[src/rtl/fetch_sequencer.sv]
// Instruction-fetch controller: owns the PC, fetches opcode plus 0-2 operand bytes,
// and hands the complete instruction to execute over a valid/ack handshake.
module fetch_sequencer #(
  parameter logic [15:0] RESET_VECTOR = 16'h0000,
  parameter int          SYNC_STAGES  = 2
) (
  input  logic        clk_in,
  input  logic        reset,
  input  logic        run_mode,
  input  logic        step_req,
  input  logic [7:0]  rom_data,
  input  logic        exec_ack,
  input  logic        pc_load,
  input  logic [15:0] pc_load_val,
  output logic [15:0] addr_bus,
  output logic        mem_rd,
  output logic        instr_valid,
  output logic [7:0]  opcode,
  output logic [15:0] operand,
  output logic [1:0]  instr_len,
  output logic [15:0] instr_pc,
  output logic        busy
);

  localparam int SYNC_N = (SYNC_STAGES < 2) ? 2 : SYNC_STAGES;

  typedef enum logic [2:0] {
    IDLE,
    FETCH_OP,
    FETCH_LO,
    FETCH_HI,
    ISSUE
  } state_t;

  state_t             state_q, state_d;
  logic [15:0]        pc_q, pc_d;
  logic [7:0]         opcode_q, opcode_d;
  logic [15:0]        operand_q, operand_d;
  logic [15:0]        instr_pc_q, instr_pc_d;
  logic [1:0]         len_q, len_d;
  logic [SYNC_N-1:0]  sync_q;
  logic               step_prev_q;
  logic               step_pulse;
  logic [1:0]         rom_len;

  function automatic logic [1:0] decode_len(input logic [7:0] o);
    if (o == 8'h00 || o == 8'h40 || o == 8'h60 || o[3:0] == 4'h8 || o[3:0] == 4'hA)
      return 2'd1;
    if (o == 8'h20 || o[3:2] == 2'b11 || ((o[3:0] == 4'h9 || o[3:0] == 4'hB) && o[4]))
      return 2'd3;
    return 2'd2;
  endfunction

  assign rom_len    = decode_len(rom_data);
  assign step_pulse = sync_q[SYNC_N-1] & ~step_prev_q;

  // The edge detector runs in every state, so presses outside IDLE are simply lost.
  always_ff @(posedge clk_in or posedge reset) begin
    if (reset) begin
      sync_q      <= '0;
      step_prev_q <= 1'b0;
    end else begin
      sync_q      <= {sync_q[SYNC_N-2:0], step_req};
      step_prev_q <= sync_q[SYNC_N-1];
    end
  end

  always_ff @(posedge clk_in or posedge reset) begin
    if (reset) begin
      state_q    <= IDLE;
      pc_q       <= RESET_VECTOR;
      opcode_q   <= 8'h00;
      operand_q  <= 16'h0000;
      instr_pc_q <= 16'h0000;
      len_q      <= 2'd1;
    end else begin
      state_q    <= state_d;
      pc_q       <= pc_d;
      opcode_q   <= opcode_d;
      operand_q  <= operand_d;
      instr_pc_q <= instr_pc_d;
      len_q      <= len_d;
    end
  end

  always_comb begin
    state_d    = state_q;
    pc_d       = pc_q;
    opcode_d   = opcode_q;
    operand_d  = operand_q;
    instr_pc_d = instr_pc_q;
    len_d      = len_q;
    case (state_q)
      IDLE: begin
        if (run_mode || step_pulse) state_d = FETCH_OP;
      end
      FETCH_OP: begin
        opcode_d   = rom_data;
        instr_pc_d = pc_q;
        operand_d  = 16'h0000;
        len_d      = rom_len;
        pc_d       = pc_q + 16'd1;
        state_d    = (rom_len == 2'd1) ? ISSUE : FETCH_LO;
      end
      FETCH_LO: begin
        operand_d[7:0] = rom_data;
        pc_d           = pc_q + 16'd1;
        state_d        = (len_q == 2'd3) ? FETCH_HI : ISSUE;
      end
      FETCH_HI: begin
        operand_d[15:8] = rom_data;
        pc_d            = pc_q + 16'd1;
        state_d         = ISSUE;
      end
      ISSUE: begin
        // PC already points past the instruction unless execute redirects it.
        if (exec_ack) begin
          state_d = IDLE;
          if (pc_load) pc_d = pc_load_val;
        end
      end
      default: state_d = IDLE;
    endcase
  end

  assign addr_bus    = pc_q;
  assign mem_rd      = (state_q == FETCH_OP) || (state_q == FETCH_LO) || (state_q == FETCH_HI);
  assign instr_valid = (state_q == ISSUE);
  assign busy        = (state_q != IDLE);
  assign opcode      = opcode_q;
  assign operand     = operand_q;
  assign instr_len   = len_q;
  assign instr_pc    = instr_pc_q;

endmodule

[config.mk]
export PLATFORM = sky130hd
export DESIGN_NAME = fetch_sequencer
export DESIGN_NICKNAME = d
export VERILOG_FILES = /design/src/rtl/fetch_sequencer.sv
export SDC_FILE = /design/constraint.sdc
export NUM_CORES = 1
export LEC_CHECK = 0
export ABC_AREA = 1
export CORE_ASPECT_RATIO = 1.75
export CORE_UTILIZATION = 58
export DETAILED_ROUTE_END_ITERATION = 8
export DONT_BUFFER_PORTS = 1
export PLACE_DENSITY = 0.77
export SETUP_SLACK_MARGIN = 0.3
export SYNTH_ARGS = -nofsm -noshare
export SYNTH_HDL_FRONTEND = slang
export SYNTH_SLANG_ARGS = --single-unit
[constraint.sdc]
create_clock -name clk_in -period 2 [get_ports clk_in]
set_input_delay 0.2 -clock clk_in [delete_from_list [all_inputs] [get_ports clk_in]]
set_output_delay 0.2 -clock clk_in [all_outputs]
set_load 0.02 [all_outputs]
======== Yosys cells after proc, flatten, opt, wreduce, memory -nomap -nowiden ========
Index checks and enable logic that the tools add are counted.
word-level totals
  register bits after elaboration ......... 64
  bits of input ports ..................... 30
  output and inout bits ................... 61
  logic and storage cells ................. 66
cells by class
  $add $sub $neg .......................... 1
  eq/ne operators ......................... 17
  mux-type cells .......................... 17
  bitwise operators ....................... 2
  reductions and logical operators ........ 20
operator list
  cell                                                              number
  16-bit two-way mux                                                2
  16-bit one-hot mux with 2 select lines                            1
  8-bit one-hot mux with 2 select lines                             2
  16-bit by 1-bit adder with 16-bit output (second input constant)  1
  4-bit == test (second input constant)                             4
  8-bit by 7-bit == test with 1-bit output (second input constant)  2
  3-bit one-hot mux with 5 select lines                             1
  3-bit two-way mux                                                 4
  1-bit logical OR                                                  10
  8-bit by 6-bit == test with 1-bit output (second input constant)  1
  8-bit zero test                                                   1
  2-bit two-way mux                                                 4
  3-bit by 2-bit == test with 1-bit output (second input constant)  2
  2-bit inequality test (second input constant)                     3
  2-bit nonzero test                                                3
  2-bit == test (second input constant)                             2
  3-bit by 1-bit == test with 1-bit output (second input constant)  1
  3-bit == test (second input constant)                             1
  3-bit zero test                                                   1
  1-bit two-way mux                                                 3
  3-bit AND reduction                                               1
  3-bit nonzero test                                                1
  3-bit OR reduction                                                1
  2-bit by 1-bit == test with 1-bit output (second input constant)  1
  other kinds (4)                                                   4

======== Depth between registers and ports, before layout ========
  word-level depth ........................ 12
  mapped depth ............................ 10
  gate-level depth less buffers ........... 9

======== Least setup slack after synthesis ========
No wires, ideal clock.
  path kind ............................... reg2reg
  start ................................... reg pc_q[1] (netlist: addr_bus[1])
  end ..................................... reg pc_q[4] (netlist: addr_bus[4])
  setup time .............................. 0.124 ns
  arrival ................................. 1.340 ns
  required time ........................... 1.876 ns
  setup slack ............................. 0.536 ns
  cell stages (with the launch flop) ...... 8
  buffers on the path ..................... 0
  clock period less this slack ............ 1.464 ns
  path through ............................ dfrtp_1 ha_1 nand2_1 nor2_1 xor2_1 nand2_1 o211ai_1 nand2_1
between the ends
  longest elaborated chain between the ends .. 2
ends and longest elaborated chain
  item                                      line           RTL
  start: declaration                        36             logic [15:0] pc_q, pc_d;
  start signal: assignment                  78             pc_q <= pc_d;
  16-bit by 1-bit adder with 16-bit output  102, 107, 112
  16-bit one-hot mux with 2 select lines    93             case (state_q)
No other way between the ends.
A chain may end at the register's enable or synchronous reset.

======== Worst setup path in the final report ========
  start ................................... reg pc_q[2] (netlist: addr_bus[2])
  end ..................................... reg pc_q[15] (netlist: addr_bus[15])
The elaborated chain is that of the path after synthesis.

==> results.yml <==
worst_hold_path:
  min_path_type: "input pin to flip-flop"
  whs_path_depth: 2
detailed_routing:
  wl_per_cell_um: 15.8
  vias_per_cell: 5.68
  drtIter0Drc: 176
  drt_pass1_iterations: 6
  wl_um: 6950
  drc_errors: 16
  vias: 2495
  ant_nets: 0
job:
  maxCapViolations: 0
floorplan:
  ioPinCount: 91
  std_cell_rows: 34
  initial_core_util_pct: 60.7
  die_area_mm2: 0.00556
  core_mm2: 0.00502
  die_width_um: 56.8
  die_height_um: 97.9
synth:
  netlist_area_mm2: 0.00305
  ys_seq_elements: 64
  avgSynthCellArea_um2: 8.13
  syn_inst: 375
  yosysWarningCount: 0
  yosysUniqueCellTypes: 31
  ys_seq_area_share_pct: 52.6
  synth_fp_nets: 406
global_routing:
  grt_pass1_vias: 2440
  grt_max_degree: 64
  track_usage_pct: 27.4
  grt_pass1_wl_um: 11600
  antenna_found_initial: 0
  grt_overflow_total: 0
cells_and_area:
  final_layout_size_suffix_gt1_share_pct: 12.5
  nets: 411
  antenna_cells: 0
  final_area_mm2: 0.00336
  area_growth_pct: 10.1
clock_network:
  clkSinkCount: 64
  insertion_delay_ps: 340
  post_cts_buffers: 0
  cts-buffers-inserted: 9
  clk_pin_slew_ps: 70
  cts_htree_levels: 3
  cts_buffer_depth: 2
  cts_tree: "yes"
  cts_root_buf: "clkbuf_8"
place:
  placedInstanceArea_mm2: 0.00310
  portBuffers: 0
  gp_congestion: 0.951
  hpwl_um: 4990
outcome:
  run_status: "finished, violations left"
  violations: "design-rule violations"
sta:
  finalClockSkew_ps: 10.1
  fin_crit_ps: 1600
  tightest_slew_ps: 654
  rsz0062_at_grt: "true"
  slew_headroom_pct: 56.3
  slew_violations: 0
  fin_crit_sh_pct: 80.1
  setup_violations: 0
  fin_tns_setup_ps: 0
  fmax_mhz: 624
  finalHoldViolCount: 0
setup_path:
  start_kind: "flip-flop"
  crit_required_ps: 2230
  critical_path_arrival_ps: 1830
  path_class: "flip-flop to flip-flop"
  crit_path_end_kind: "flip-flop"
  critPathMaxFanout: 6
  ff2ff_path_depth: 7
power_and_ir_drop:
  vdd_drop_max_mv: 0.775
  leakage_nw: 1.64
  powerDensity_mw_per_mm2: 1800
## report_power, final
group          total [mW]  internal (mW)  switching, mW  leakage (nW)
combinational        1.88          0.620           1.26         0.717
sequential           2.97           1.85           1.12         0.815
clock                1.20          0.702          0.494         0.104
total                6.05           3.18           2.87          1.64
## synthesized netlist by cell type, drive strengths merged
cell / instances / area, um^2
dfstp: 1 / 26.3
xor2: 3 / 26.3
nor3: 1 / 16.3
o22ai: 1 / 6.26
o21a: 1 / 7.51
o211ai: 5 / 37.5
nor2: 40 / 178
a21oi: 3 / 15.0
o21ai: 48 / 240
nand2: 107 / 412
dfrtp: 63 / 1580
nand3: 40 / 210
clkbuf: 5 / 18.8
o31ai: 1 / 7.51
or2: 4 / 25.0
nand4: 7 / 43.8
ha: 1 / 12.5
inv: 36 / 138
buf: 8 / 51.3
## layout make-up
type / count / area (um^2)
fill: 426 / 1660
sequential: 64 / 1610
multi-input combinational: 262 / 1250
inverter: 36 / 146
clock buffer: 11 / 131
clock inverter: 5 / 81.3
timing repair buffer: 7 / 70.1
tap: 54 / 67.6
## timing repair
action | in CTS | in global routing
endpoints found under the setup margin | 3 | 12
hold buffers | 2 | 0
hold endpoints to repair | 28 | 0
resized for setup | 3 | 8
## cell usage in the layout (no fill, tap or decap), types with 3 or more instances in the layout
master,netlist,layout
dfrtp_1,63,59
nor2_2,8,12
o21ai_0,47,47
o211ai_1,5,5
xor2_1,3,3
nand4_1,7,7
nand2_1,105,105
nor2_1,31,27
buf_4,2,4
inv_1,33,32
nand3_1,38,38
clkbuf_8,0,9
dfrtp_2,0,4
inv_4,1,3
a21oi_1,3,3
## worst max-delay path: stages, from the launching register on
cell and delay, ps:
dfrtp_1 540, nand2_1 120, nor2_2 250, nand2_1 150, o21ai_0 210, nand3_1 110
nand2_1 70, nand2_1 40
## sequential cells by signal, indices dropped and copies added (netlist names)
signal	cells
state_q	3
instr_len	2
sync_q	2
step_prev_q	1
operand	16
addr_bus	16
opcode	8
instr_pc	16
## per-layer routing
| metal | track usage [%] | up-vias | part of all wire, % |
|---|---|---|---|
| li1 | - | 1227 | - |
| met1 | 30.8 | 1149 | 37 |
| met2 | 46.2 | 101 | 52 |
| met3 | 8.61 | 18 | 7.7 |
| met4 | 13.5 | 0 | 2.6 |
| met5 | 0 | - | 0 |
## worst paths after layout
check                                from           end  slack [ps]
hold / removal             pc_load_val[4]   addr_bus[4]          20
setup reg to reg              addr_bus[2]  addr_bus[15]         400
max in group asynchronous           reset    operand[2]         990
min in group asynchronous           reset    operand[4]         420
setup / recovery              addr_bus[2]  addr_bus[15]         400
hold reg to reg                 sync_q[0]     sync_q[1]         350
## per-stage QoR
| step | power [mW] | utilization (%) | hold WS [ps] | setup WS (ps) | instances |
|---|---|---|---|---|---|
| 2_1_floorplan | 4.41 | - | 231 | 536 | 375 |
| 3_3_place_gp | 4.76 | 61.7 | 193 | 360 | 421 |
| 3_5_place_dp | 4.82 | 61.7 | 198 | 290 | 421 |
| 4_1_cts | 6.05 | 66.5 | 14.8 | 303 | 439 |
| 5_1_grt | 6.51 | 66.9 | 38.8 | 283 | 439 |
| 6_report | 6.05 | 66.9 | 20.8 | 398 | 439 |
## cells by family (layout without fill, tap and decap cells)
| family | count (synthesis) | in the layout | share of synthesized area (%) |
|---|---|---|---|
| adder cells (fa/ha/maj) | 1 | 1 | 0.410 |
| AO/OA/AOI/OAI | 59 | 59 | 10.3 |
| XOR/XNOR | 3 | 3 | 0.862 |
| AND/OR/NAND/NOR | 199 | 199 | 29.0 |
| buffers and inverters | 49 | 59 | 6.81 |
| flip-flops | 64 | 64 | 52.6 |
Power figures use the tool's default switching activity.
